`src/rtl/pipe_stage_skid_pkg.sv`:
```
// Shared types for the lc3b elastic pipeline stage.
//   lc3b_word      16-bit machine word
//   lc3b_if_id_t   IF/ID payload (pc, ir, prediction); instances pass $bits() as WIDTH
//   LC3B_NOP       bubble encoding (BR never)
//   stage_state_e  held-entry state of a pipe_stage_skid instance
package pipe_stage_skid_pkg;

  typedef logic [15:0] lc3b_word;

  typedef struct packed {
    lc3b_word pc;
    lc3b_word ir;
    logic     prediction;
  } lc3b_if_id_t;

  localparam lc3b_word LC3B_NOP = 16'h0000;

  typedef enum logic [1:0] {
    ST_EMPTY = 2'd0,
    ST_ONE   = 2'd1,
    ST_FULL  = 2'd2
  } stage_state_e;

  function automatic logic [1:0] state_occupancy(stage_state_e s);
    case (s)
      ST_ONE:  return 2'd1;
      ST_FULL: return 2'd2;
      default: return 2'd0;
    endcase
  endfunction

endpackage

```
`src/rtl/pipe_stage_skid_reg.sv`:
```
// register_with_clear: payload register with synchronous clear to a constant.
//   clk      rising-edge clock
//   i_clear  load CLEAR_VALUE (priority over i_load)
//   i_load   capture i_d
//   i_d      next value
//   o_q      registered value
module register_with_clear #(
  parameter int unsigned      WIDTH       = 16,
  parameter logic [WIDTH-1:0] CLEAR_VALUE = '0
) (
  input  logic             clk,
  input  logic             i_clear,
  input  logic             i_load,
  input  logic [WIDTH-1:0] i_d,
  output logic [WIDTH-1:0] o_q
);

  logic [WIDTH-1:0] r_q;

  always_ff @(posedge clk) begin
    if (i_clear) begin
      r_q <= CLEAR_VALUE;
    end else if (i_load) begin
      r_q <= i_d;
    end
  end

  assign o_q = r_q;

endmodule

```
`src/rtl/pipe_stage_skid.sv`:
```
// pipe_stage_skid: elastic pipeline-stage register with optional 1-entry skid.
//   clk, reset  rising-edge clock, synchronous active-high reset
//   flush       squash all held entries, drive NOP bubble
//   in_valid / in_data / in_ready     upstream handshake
//   out_valid / out_data / out_ready  downstream handshake
//   occupancy   number of held entries (0..2)
// With SKID=1 in_ready depends only on the state register, so a downstream
// stall never reaches upstream combinationally.
module pipe_stage_skid
  import pipe_stage_skid_pkg::*;
#(
  parameter int unsigned      WIDTH     = 16,
  parameter bit               SKID      = 1'b1,
  parameter logic [WIDTH-1:0] NOP_VALUE = '0
) (
  input  logic             clk,
  input  logic             reset,
  input  logic             flush,
  input  logic             in_valid,
  input  logic [WIDTH-1:0] in_data,
  output logic             in_ready,
  output logic             out_valid,
  output logic [WIDTH-1:0] out_data,
  input  logic             out_ready,
  output logic [1:0]       occupancy
);

  stage_state_e     r_state;
  stage_state_e     w_state_nxt;
  logic             w_clear;
  logic             w_xfer_in;
  logic             w_xfer_out;
  logic             w_main_ld;
  logic [WIDTH-1:0] w_main_d;
  logic [WIDTH-1:0] w_main_q;
  logic [WIDTH-1:0] w_skid_q;

  assign w_clear    = reset | flush;
  assign w_xfer_in  = in_valid & in_ready;
  assign w_xfer_out = out_valid & out_ready;

  // State register
  always_ff @(posedge clk) begin
    if (w_clear) begin
      r_state <= ST_EMPTY;
    end else begin
      r_state <= w_state_nxt;
    end
  end

  // Next state (ONE -> FULL is unreachable in the plain build: in_ready is low
  // there whenever out_ready is low)
  always_comb begin
    w_state_nxt = r_state;
    case (r_state)
      ST_EMPTY: if (w_xfer_in) w_state_nxt = ST_ONE;
      ST_ONE: begin
        if (w_xfer_in && !w_xfer_out) begin
          w_state_nxt = ST_FULL;
        end else if (!w_xfer_in && w_xfer_out) begin
          w_state_nxt = ST_EMPTY;
        end
      end
      ST_FULL:  if (w_xfer_out) w_state_nxt = ST_ONE;
      default:  w_state_nxt = ST_EMPTY;
    endcase
  end

  // Outputs
  always_comb begin
    out_valid = (r_state != ST_EMPTY);
    occupancy = state_occupancy(r_state);
  end

  // Main entry: refills from input, from skid, or drops to NOP when draining empty
  always_comb begin
    w_main_ld = 1'b0;
    w_main_d  = in_data;
    case (r_state)
      ST_EMPTY: w_main_ld = w_xfer_in;
      ST_ONE: begin
        if (w_xfer_out) begin
          w_main_ld = 1'b1;
          w_main_d  = w_xfer_in ? in_data : NOP_VALUE;
        end
      end
      ST_FULL: begin
        if (w_xfer_out) begin
          w_main_ld = 1'b1;
          w_main_d  = w_skid_q;
        end
      end
      default: w_main_ld = 1'b0;
    endcase
  end

  register_with_clear #(
    .WIDTH       (WIDTH),
    .CLEAR_VALUE (NOP_VALUE)
  ) u_main (
    .clk     (clk),
    .i_clear (w_clear),
    .i_load  (w_main_ld),
    .i_d     (w_main_d),
    .o_q     (w_main_q)
  );

  assign out_data = w_main_q;

  generate
    if (SKID) begin : g_skid
      logic             w_skid_ld;
      logic [WIDTH-1:0] w_skid_d;

      // Skid catches the word accepted while the main entry stalls, and
      // returns to NOP once it has moved into the main entry.
      always_comb begin
        w_skid_ld = 1'b0;
        w_skid_d  = in_data;
        if (r_state == ST_ONE && w_xfer_in && !w_xfer_out) begin
          w_skid_ld = 1'b1;
        end else if (r_state == ST_FULL && w_xfer_out) begin
          w_skid_ld = 1'b1;
          w_skid_d  = NOP_VALUE;
        end
      end

      register_with_clear #(
        .WIDTH       (WIDTH),
        .CLEAR_VALUE (NOP_VALUE)
      ) u_skid (
        .clk     (clk),
        .i_clear (w_clear),
        .i_load  (w_skid_ld),
        .i_d     (w_skid_d),
        .o_q     (w_skid_q)
      );

      assign in_ready = (r_state != ST_FULL);
    end else begin : g_plain
      assign w_skid_q = NOP_VALUE;
      assign in_ready = out_ready | ~out_valid;
    end
  endgenerate

endmodule

```
`config.mk`:
```
export PLATFORM = sky130hd
export DESIGN_NAME = pipe_stage_skid
export DESIGN_NICKNAME = d
export VERILOG_FILES = /design/src/rtl/pipe_stage_skid_pkg.sv /design/src/rtl/pipe_stage_skid_reg.sv /design/src/rtl/pipe_stage_skid.sv
export SDC_FILE = /design/constraint.sdc
export NUM_CORES = 1
export LEC_CHECK = 0
export ABC_AREA = 1
export CORE_MARGIN = 4
export CORE_UTILIZATION = 55
export DETAILED_ROUTE_END_ITERATION = 8
export PLACE_DENSITY_LB_ADDON = 0.15
export SLEW_MARGIN = 10
export SYNTH_ARGS = -nofsm -noshare
export SYNTH_HDL_FRONTEND = slang
export SYNTH_HIERARCHICAL = 1
export SYNTH_SLANG_ARGS = --single-unit
```
`constraint.sdc`:
```
create_clock -name clk -period 3.9 [get_ports clk]
set_clock_uncertainty 0.05 [all_clocks]
set_input_delay 0.78 -clock clk [delete_from_list [all_inputs] [get_ports clk]]
set_output_delay 0.78 -clock clk [all_outputs]
set_load 0.01 [all_outputs]
```
After elaboration in Yosys (flattened, before gate mapping)
Cells that the tools add are included.
Word-level totals
  bits in registers: 34
  bits in latches: 0
  memory bits (writable): 0
  ROM bits: 0
  word-level logic and storage cells: 39
  memories: 0
Operators by class
  add/sub/neg operators: 0
  multipliers: 0
  div/mod/pow operators: 0
  $lt $le $gt $ge: 0
  equality and inequality tests: 6
  shift operators: 0
  muxes and demuxes: 16
  bitwise operators: 3
  reductions and logical operators: 11
Operators by type and width (number)
  2-to-1 mux 16 bit: 5
  case mux 16 bit (2 select lines): 1
  2-to-1 mux 2 bit: 4
  != test 2 bit, second input constant: 3
  case mux 2 bit (3 select lines): 1
  logical AND 1 bit: 5
  case mux 2 bit (2 select lines): 1
  2-to-1 mux 1 bit: 3
  != test 3 bit, second input constant: 1
  AND reduction 3 bit: 1
  bitwise AND 1 bit: 2
  == test 2 x 1 -> 1 bit, second input constant: 1
  == test 2 bit, second input constant: 1
  zero test 1 bit: 2
  zero test 2 bit: 1
  case mux 1 bit (2 select lines): 1
  nonzero test 2 bit: 1
  OR reduction 2 bit: 1
  bitwise OR 1 bit: 1

Depth between registers and ports, before layout
Gate-level depths: netlist of run 1.
  word-level depth: 7
  gate-level depth with buffers: 15

By module
The synthesis of run 1 kept the hierarchy.
Modules (own cells, without submodules)
  register_with_clear: times used 2, cells each 101, area each 670.6 µm²
  pipe_stage_skid: times used 1, cells each 131, area each 745.7 µm²

Worst setup path after synthesis of run 1
No wires, ideal clock.
  kind: register -> register
  start: register r_state[0]
  end: register g_skid.u_skid.r_q[4], in the netlist g_skid.u_skid/o_q[4]
  setup time: 0.114 ns
  arrival time: 1.885 ns
  data required time: 3.736 ns
  setup slack: 1.852 ns
  stages on the path, launching flop included: 11
  clock period less this slack: 2.048 ns
  cells stage by stage: dfxtp_1 inv_1 ha_1 buf_6 nor2_1 nand2_1 o21ai_0 buf_6 nand2_1 nand2_1 nor2_2
On the way
  cells in the longest elaborated chain, start to end: 5
  elaborated cells on any way between the ends: 14
  those cells by class: eq/ne (3); mux (4); bitwise (2); reduce/logical (5)
RTL lines
  start, declared: RTL line pipe_stage_skid.sv:28  | stage_state_e r_state;
  start signal, assigned: RTL line pipe_stage_skid.sv:47  | r_state <= w_state_nxt;
  nonzero test 2 bit / != test 2 bit (equally long branches): RTL line pipe_stage_skid.sv:71, pipe_stage_skid.sv:139
  bitwise AND 1 bit (on tied branches): RTL line pipe_stage_skid.sv:40, pipe_stage_skid.sv:39
  logical AND 1 bit (tied with other cells): RTL line pipe_stage_skid.sv:122  | end else if (r_state == ST_FULL && w_xfer_out) begin
  2-to-1 mux 1 bit / logical AND 1 bit (equally long branches): RTL line pipe_stage_skid.sv:122, pipe_stage_skid.sv:120
  2-to-1 mux 1 bit (*): RTL line pipe_stage_skid.sv:120  | if (r_state == ST_ONE && w_xfer_in && !w_xfer_out) begin
  via g_skid.w_skid_ld: RTL line pipe_stage_skid.sv:112  | logic w_skid_ld;
  end signal, assigned: RTL line pipe_stage_skid_reg.sv:24  | r_q <= i_d;
  end, declared: RTL line pipe_stage_skid_reg.sv:18  | logic [WIDTH-1:0] r_q;
Mark *: on every way through the listed nets, which the timed path passes. The rest lies on a longest branch.
A chain may end at the register's enable or synchronous reset.

Worst setup path in the final report of run 1
  start: register r_state[0]
  end: output in_ready
On the way
  cells in the longest elaborated chain, start to end: 1
RTL lines
  != test 2 bit: RTL line pipe_stage_skid.sv:139  | assign in_ready = (r_state != ST_FULL);
  end, declared: RTL line pipe_stage_skid.sv:21  | output logic in_ready,
No other way between the ends.

==> reports/metrics.cfg, run 1 <==
[run_status]
outcome = finished, final reports clean

[logic_synthesis]
synth_area_per_cell_sq_um = 6.267
synth-async-reset-ratio_pct = 0
synthCells = 333
ys_ff_latch = 34
ys.flop_type = dfxtp_1
syn-cell-area_sq_um = 2087
synth_top_area_share_pct = 32.61
synth_most_common_cell = nand2_1
yosysWarnings = 6
synth_cell_types = 21
yosys.area.top_type = dfxtp_1
yosys-top-cells-area = dfxtp_1 33%, nand2_1 17%, inv_1 13%
yosysSeqAreaShare_pct = 32.61
synth_edf_count = 0
synth_common_cells = 93 x nand2_1, 71 x inv_1, 67 x nor2_1, 34 x dfxtp_1, 13 x nand2_2
syn_nets = 359

[sta]
max_slew_margin_pct = 47.65
max_slew.worst_pin.slew_ps = 782.2
fmax_mhz = 383.8
min_period_ps = 2605
hold_ws_ps = 418.8
grt_setup_unrepaired = false
finalCritPeriodShare_pct = 66.80
drv_slew = 0
setup_violations = 0
hold_violations = 0
finalSetupTns_ps = 0

[critical_path]
cp_max_fo = 9
crit_type = register to primary output
start_kind = register
worstPathArrival_ps = 1780
setup.worst_path.end_class = primary output
crit_required_ps = 3070

[grt]
grt_usage_pct = 17.59
antenna_found_initial = 0
grt_first_pass_wirelength_um = 6927
grt_max_degree = 33
grt-ovfl-total = 0
grt_pass1_vias = 1646

[placement]
hpwlAfterDp_um = 2802
place_congestion = 0.7858
dpl_cell_area_sq_um = 2439
io_buffers = 40
dpl.cell_count = 410

[floorplan]
std_cell_rows = 22
die_w_um = 69.60
start_util_pct = 57.01
core_area_sq_um = 3661
fp.dieH_um = 69.60
ioPinCount = 41
design.die.area_sq_um = 4844

[detailed_routing]
drtAntennaViolNets = 0
drc = 0
wl_per_cell_um = 9.608
firstDrtPassIters = 4
drt-initial-drc-count = 130
avgViaCountPerCell = 4.498
routed_wl_um = 4016
vias = 1880

[clock_network]
post_cts_buffers = 0
cts-root-buf = clkbuf_8
cts.sinks = 34
clk_pin_slew_ps = 60
hold_buffers = 0
cts_buffers = 5
cts_resized = 0
clock_path_buffers = 2
worstSkewPairLatency_ps = 280
h-tree-depth = 2
cts_tree = built

[final_layout]
antenna_cells = 0
syn_to_final_growth_pct = 22.48
fin_area_sq_um = 2556
fin_nets = 395
layout-drive-gt1-share_pct = 12.70
instances_no_fill = 418

[worst_hold_path]
hold_path.class = register to register

[pwr]
p_leak_nw = 1.226
power.density_nw_per_um2 = 353.1
ir_drop_uv = 215.4

[job]
drv_cap = 0

## sequential cells by signal, indices dropped and copies added, names as in the netlist
signal and count:
u_main/o_q 16, r_state 2, g_skid.u_skid/o_q 16
## power by group
| group | switching (mW) | internal (mW) |
|---|---|---|
| logic | 0.127 | 0.101 |
| clock network | 0.124 | 0.178 |
| registers | 0.00871 | 0.364 |
## layout by cell type (no fill, tap or decap), types with 3 or more instances in the layout
cell type / instances
nand2_1: 93
nand2_4: 3
dfxtp_1: 34
a21oi_1: 3
o21ai_2: 10
inv_1: 71
o21ai_0: 6
ha_1: 5
nand3_1: 3
clkdlybuf4s50_1: 40
nand2_2: 13
nor2_1: 67
nor2_2: 4
inv_2: 3
clkbuf_8: 8
## stage by stage
step                power (mW)  utilization [%]  setup WS, ps
finish                  0.9026            69.82          1295
global route            0.9537            69.82          1182
CTS                     0.9118            69.62          1180
detailed placement      0.6089            66.61         892.5
global placement        0.6065            66.61         965.8
floorplan               0.5498                -          1852
## critical path: stages (launching register included)
cell             delay (ps)
dfxtp_1                 400
inv_1                    80
ha_1                    330
inv_2                   130
clkdlybuf4s50_1         540
## area by class of cell
type                    instances  area, sq um
fillers                       328         1105
multi-input cells             213         1020
flip-flops and latches         34        680.7
repair buffers                 41        407.9
inverters                      74        277.8
clock buffers                   8        110.1
well taps                      48        60.06
## layer usage
layer | up-vias | part of all wire (%) | track usage [%]
met4 | 0 | 1.9 | 6.941
met1 | 813 | 46 | 20.62
met5 | - | 0 | 0
met2 | 38 | 47 | 29.66
li1 | 1021 | - | -
met3 | 8 | 5.3 | 5.507
## logic make-up after synthesis
group | Yosys count | share of synthesized area, %
and+or+nand+nor | 187 | 38.31
buffers and inverters | 86 | 19.24
DFF | 34 | 32.61
AOI/OAI and AO/OA | 21 | 6.834
adders and majority gates | 5 | 2.998
## final timing paths
check | from | end | slack, ps | depth (start not counted)
max | r_state[0] | in_ready | 1290 | 4
min reg2reg | u_main/o_q[1] | u_main/o_q[1] | 420 | 2
min | u_main/o_q[1] | u_main/o_q[1] | 420 | 2
max reg2reg | r_state[0] | g_skid.u_skid/o_q[4] | 1670 | 8
Note: power is estimated with default switching activity, not from simulation.
==> run 2, diff against run 1 <==
--- a/config.mk
+++ b/config.mk
@@ -7,7 +7,7 @@
 export LEC_CHECK = 0
 export ABC_AREA = 1
 export CORE_MARGIN = 4
-export CORE_UTILIZATION = 55
+export CORE_UTILIZATION = 52
 export DETAILED_ROUTE_END_ITERATION = 8
 export PLACE_DENSITY_LB_ADDON = 0.15
 export SLEW_MARGIN = 10
==> constraint.sdc (replaced) <==
create_clock -name clk -period 2.4 [get_ports clk]
set_clock_uncertainty 0.05 [all_clocks]
set_input_delay 0.48 -clock clk [delete_from_list [all_inputs] [get_ports clk]]
set_output_delay 0.48 -clock clk [all_outputs]
set_load 0.01 [all_outputs]
==> run 2 against run 1 <==
Compared with the run above: core utilization shrank 1.3 points; final area grew 1.1%; worst hold slack gained 1.0 ps; register-to-register slack lost 1200 ps; worst setup slack lost 1100 ps; global-route usage shrank 0.58 points; sequential power grew 63%; sequential cell count is the same; clock-buffer cell count shrank 2; via count grew 0.90%; final cell count grew 0.72%.
==> reports/metrics.cfg, run 2 (synthesis gave the netlist of run 1 again) <==
[run_status]
outcome = finished, final reports clean

[critical_path]
worstPathArrival_ps = 1700  ; -80 ps
crit_required_ps = 1870  ; -1200 ps
crit_type = register to primary output
cp_max_fo = 5  ; -4
start_kind = register
slowest_delay_ps = 530  ; about the same
path_cells = inv_1 > ha_1 > inv_2 > clkdlybuf4s50_1
setup.worst_path.end_class = primary output
cp_slowest_cell = clkdlybuf4s50_1

[detailed_routing]
wl_per_cell_um = 10.12  ; +5.3%
vias = 1897  ; +0.90%
firstDrtPassIters = 4  ; unchanged
drtAntennaViolNets = 0  ; unchanged
drt-initial-drc-count = 177  ; +36%
drc = 0  ; unchanged
avgViaCountPerCell = 4.506  ; +0.19%
routed_wl_um = 4259  ; +6.1%

[floorplan]
core_area_sq_um = 3771  ; +3.0%
design.die.area_sq_um = 5091  ; +5.1%
start_util_pct = 55.34  ; -1.7 points
std_cell_rows = 22  ; unchanged
fp.dieH_um = 71.35  ; +2.5%
ioPinCount = 41  ; unchanged
die_w_um = 71.35  ; +2.5%

[sta]
max_slew.worst_pin.slew_ps = 535.9  ; -246.4 ps
timing.final.ws_setup_ps = 173.3  ; -1121 ps
drv_slew = 0  ; unchanged
grt_setup_unrepaired = false
setup_violations = 0  ; unchanged
finalCritPeriodShare_pct = 92.78
max_slew_margin_pct = 64.24  ; +17 points
finalSetupTns_ps = 0  ; unchanged
hold_violations = 0  ; unchanged
min_period_ps = 2227
fmax_mhz = 449.1
hold_ws_ps = 419.8  ; +1.017 ps

[final_layout]
final.fill_count = 335  ; +2.1%
instances_no_fill = 421  ; +0.72%
antenna_cells = 0  ; unchanged
layout-drive-gt1-share_pct = 13.67  ; +0.97 points
final_util_pct = 68.51  ; -1.3 points
syn_to_final_growth_pct = 23.80
final_cell_mix = 93 x nand2_1, 71 x inv_1, 67 x nor2_1
fin_nets = 398  ; +0.76%
final_common_cell = nand2_1
fin_area_sq_um = 2584  ; +1.1%

[placement]
dpl_cell_area_sq_um = 2486  ; +1.9%
place_ws_ps = 217.9  ; -674.7 ps
place_congestion = 0.8599  ; +9.4%
io_buffers = 40  ; unchanged
dpl.cell_count = 413  ; +0.73%
hpwlAfterDp_um = 2989  ; +6.7%

[clock_network]
clock_path_buffers = 2  ; unchanged
cts_tree = built
cts_buffers = 5  ; unchanged
hold_buffers = 0  ; unchanged
clk_pin_slew_ps = 70  ; about the same
cts-root-buf = clkbuf_8
cts.sinks = 34  ; unchanged
worstSkewPairLatency_ps = 290  ; about the same
h-tree-depth = 2  ; unchanged

[grt]
grt_first_pass_wirelength_um = 6982  ; +0.79%
grt_usage_pct = 17.01  ; -0.58 points
grt_max_degree = 33  ; unchanged
grt-ovfl-total = 0  ; unchanged
antenna_found_initial = 0  ; unchanged
grt_pass1_vias = 1649  ; +0.18%

[pwr]
ir_drop_uv = 363.7  ; +69%
p_leak_nw = 1.234  ; +0.66%
power.density_nw_per_um2 = 555.2  ; +57%
p_total_mw = 1.434  ; +59%

[worst_hold_path]
hold_path.class = register to register

[job]
drv_cap = 0  ; unchanged

[run 2: cell types whose count changed in the layout (fill, tap and decap cells not counted)]
cell / previous run / this run
clkinvlp_4: 0 / 1
o21ai_4: 1 / 0
o21ai_2: 10 / 11
ha_2: 0 / 1
clkinv_2: 0 / 1
ha_1: 5 / 4
buf_12: 0 / 2
clkbuf_8: 8 / 6
buf_4: 1 / 2
[run 2: path summary, 6_finish.rpt]
kind,from,to,slack [ps],depth (start not counted)
setup / recovery,r_state[0],out_valid,170,4
hold / removal,u_main/o_q[11],u_main/o_q[11],420,2
hold reg to reg,u_main/o_q[11],u_main/o_q[11],420,2
setup reg to reg,r_state[0],u_main/o_q[4],470,12
[run 2: layout make-up]
class	count	area, sq um	share of cell area, %
Clock buffer	6	82.58	3.196
Clock inverter	2	12.51	0.4843
Inverter	74	277.8	10.75
Sequential cell	34	680.7	26.34
Timing Repair Buffer	44	455.4	17.63
Tap cell	48	60.06	2.324
Multi-Input combinational cell	213	1015	39.27
[run 2: metal layers]
metal	up-vias	GRT usage [%]	routed length [um]
met4	0	5.010	51
met3	5	4.348	230
li1	1029	-	-
met5	-	0	0
met1	821	19.88	1873
met2	42	30.41	2104
[run 2: what timing repair did]
action | 4_1_cts | 5_1_grt
buffers inserted | 0 | 0
endpoints found under the setup margin | 0 | 1
gates resized for setup | 0 | 1
[run 2: power breakdown]
| group | leakage (nW) | switching (mW) | internal [mW] |
|---|---|---|---|
| combinational | 0.911 | 0.210 | 0.174 |
| clock | 0.0472 | 0.214 | 0.231 |
| sequential | 0.276 | 0.0151 | 0.591 |
[run 2: critical path: cells and delay by family (launching register included)]
kind	cells	cell delay [ps]
adder cells (fa/ha/maj)	1	290
buffers and inverters	3	720
flip-flops	1	400
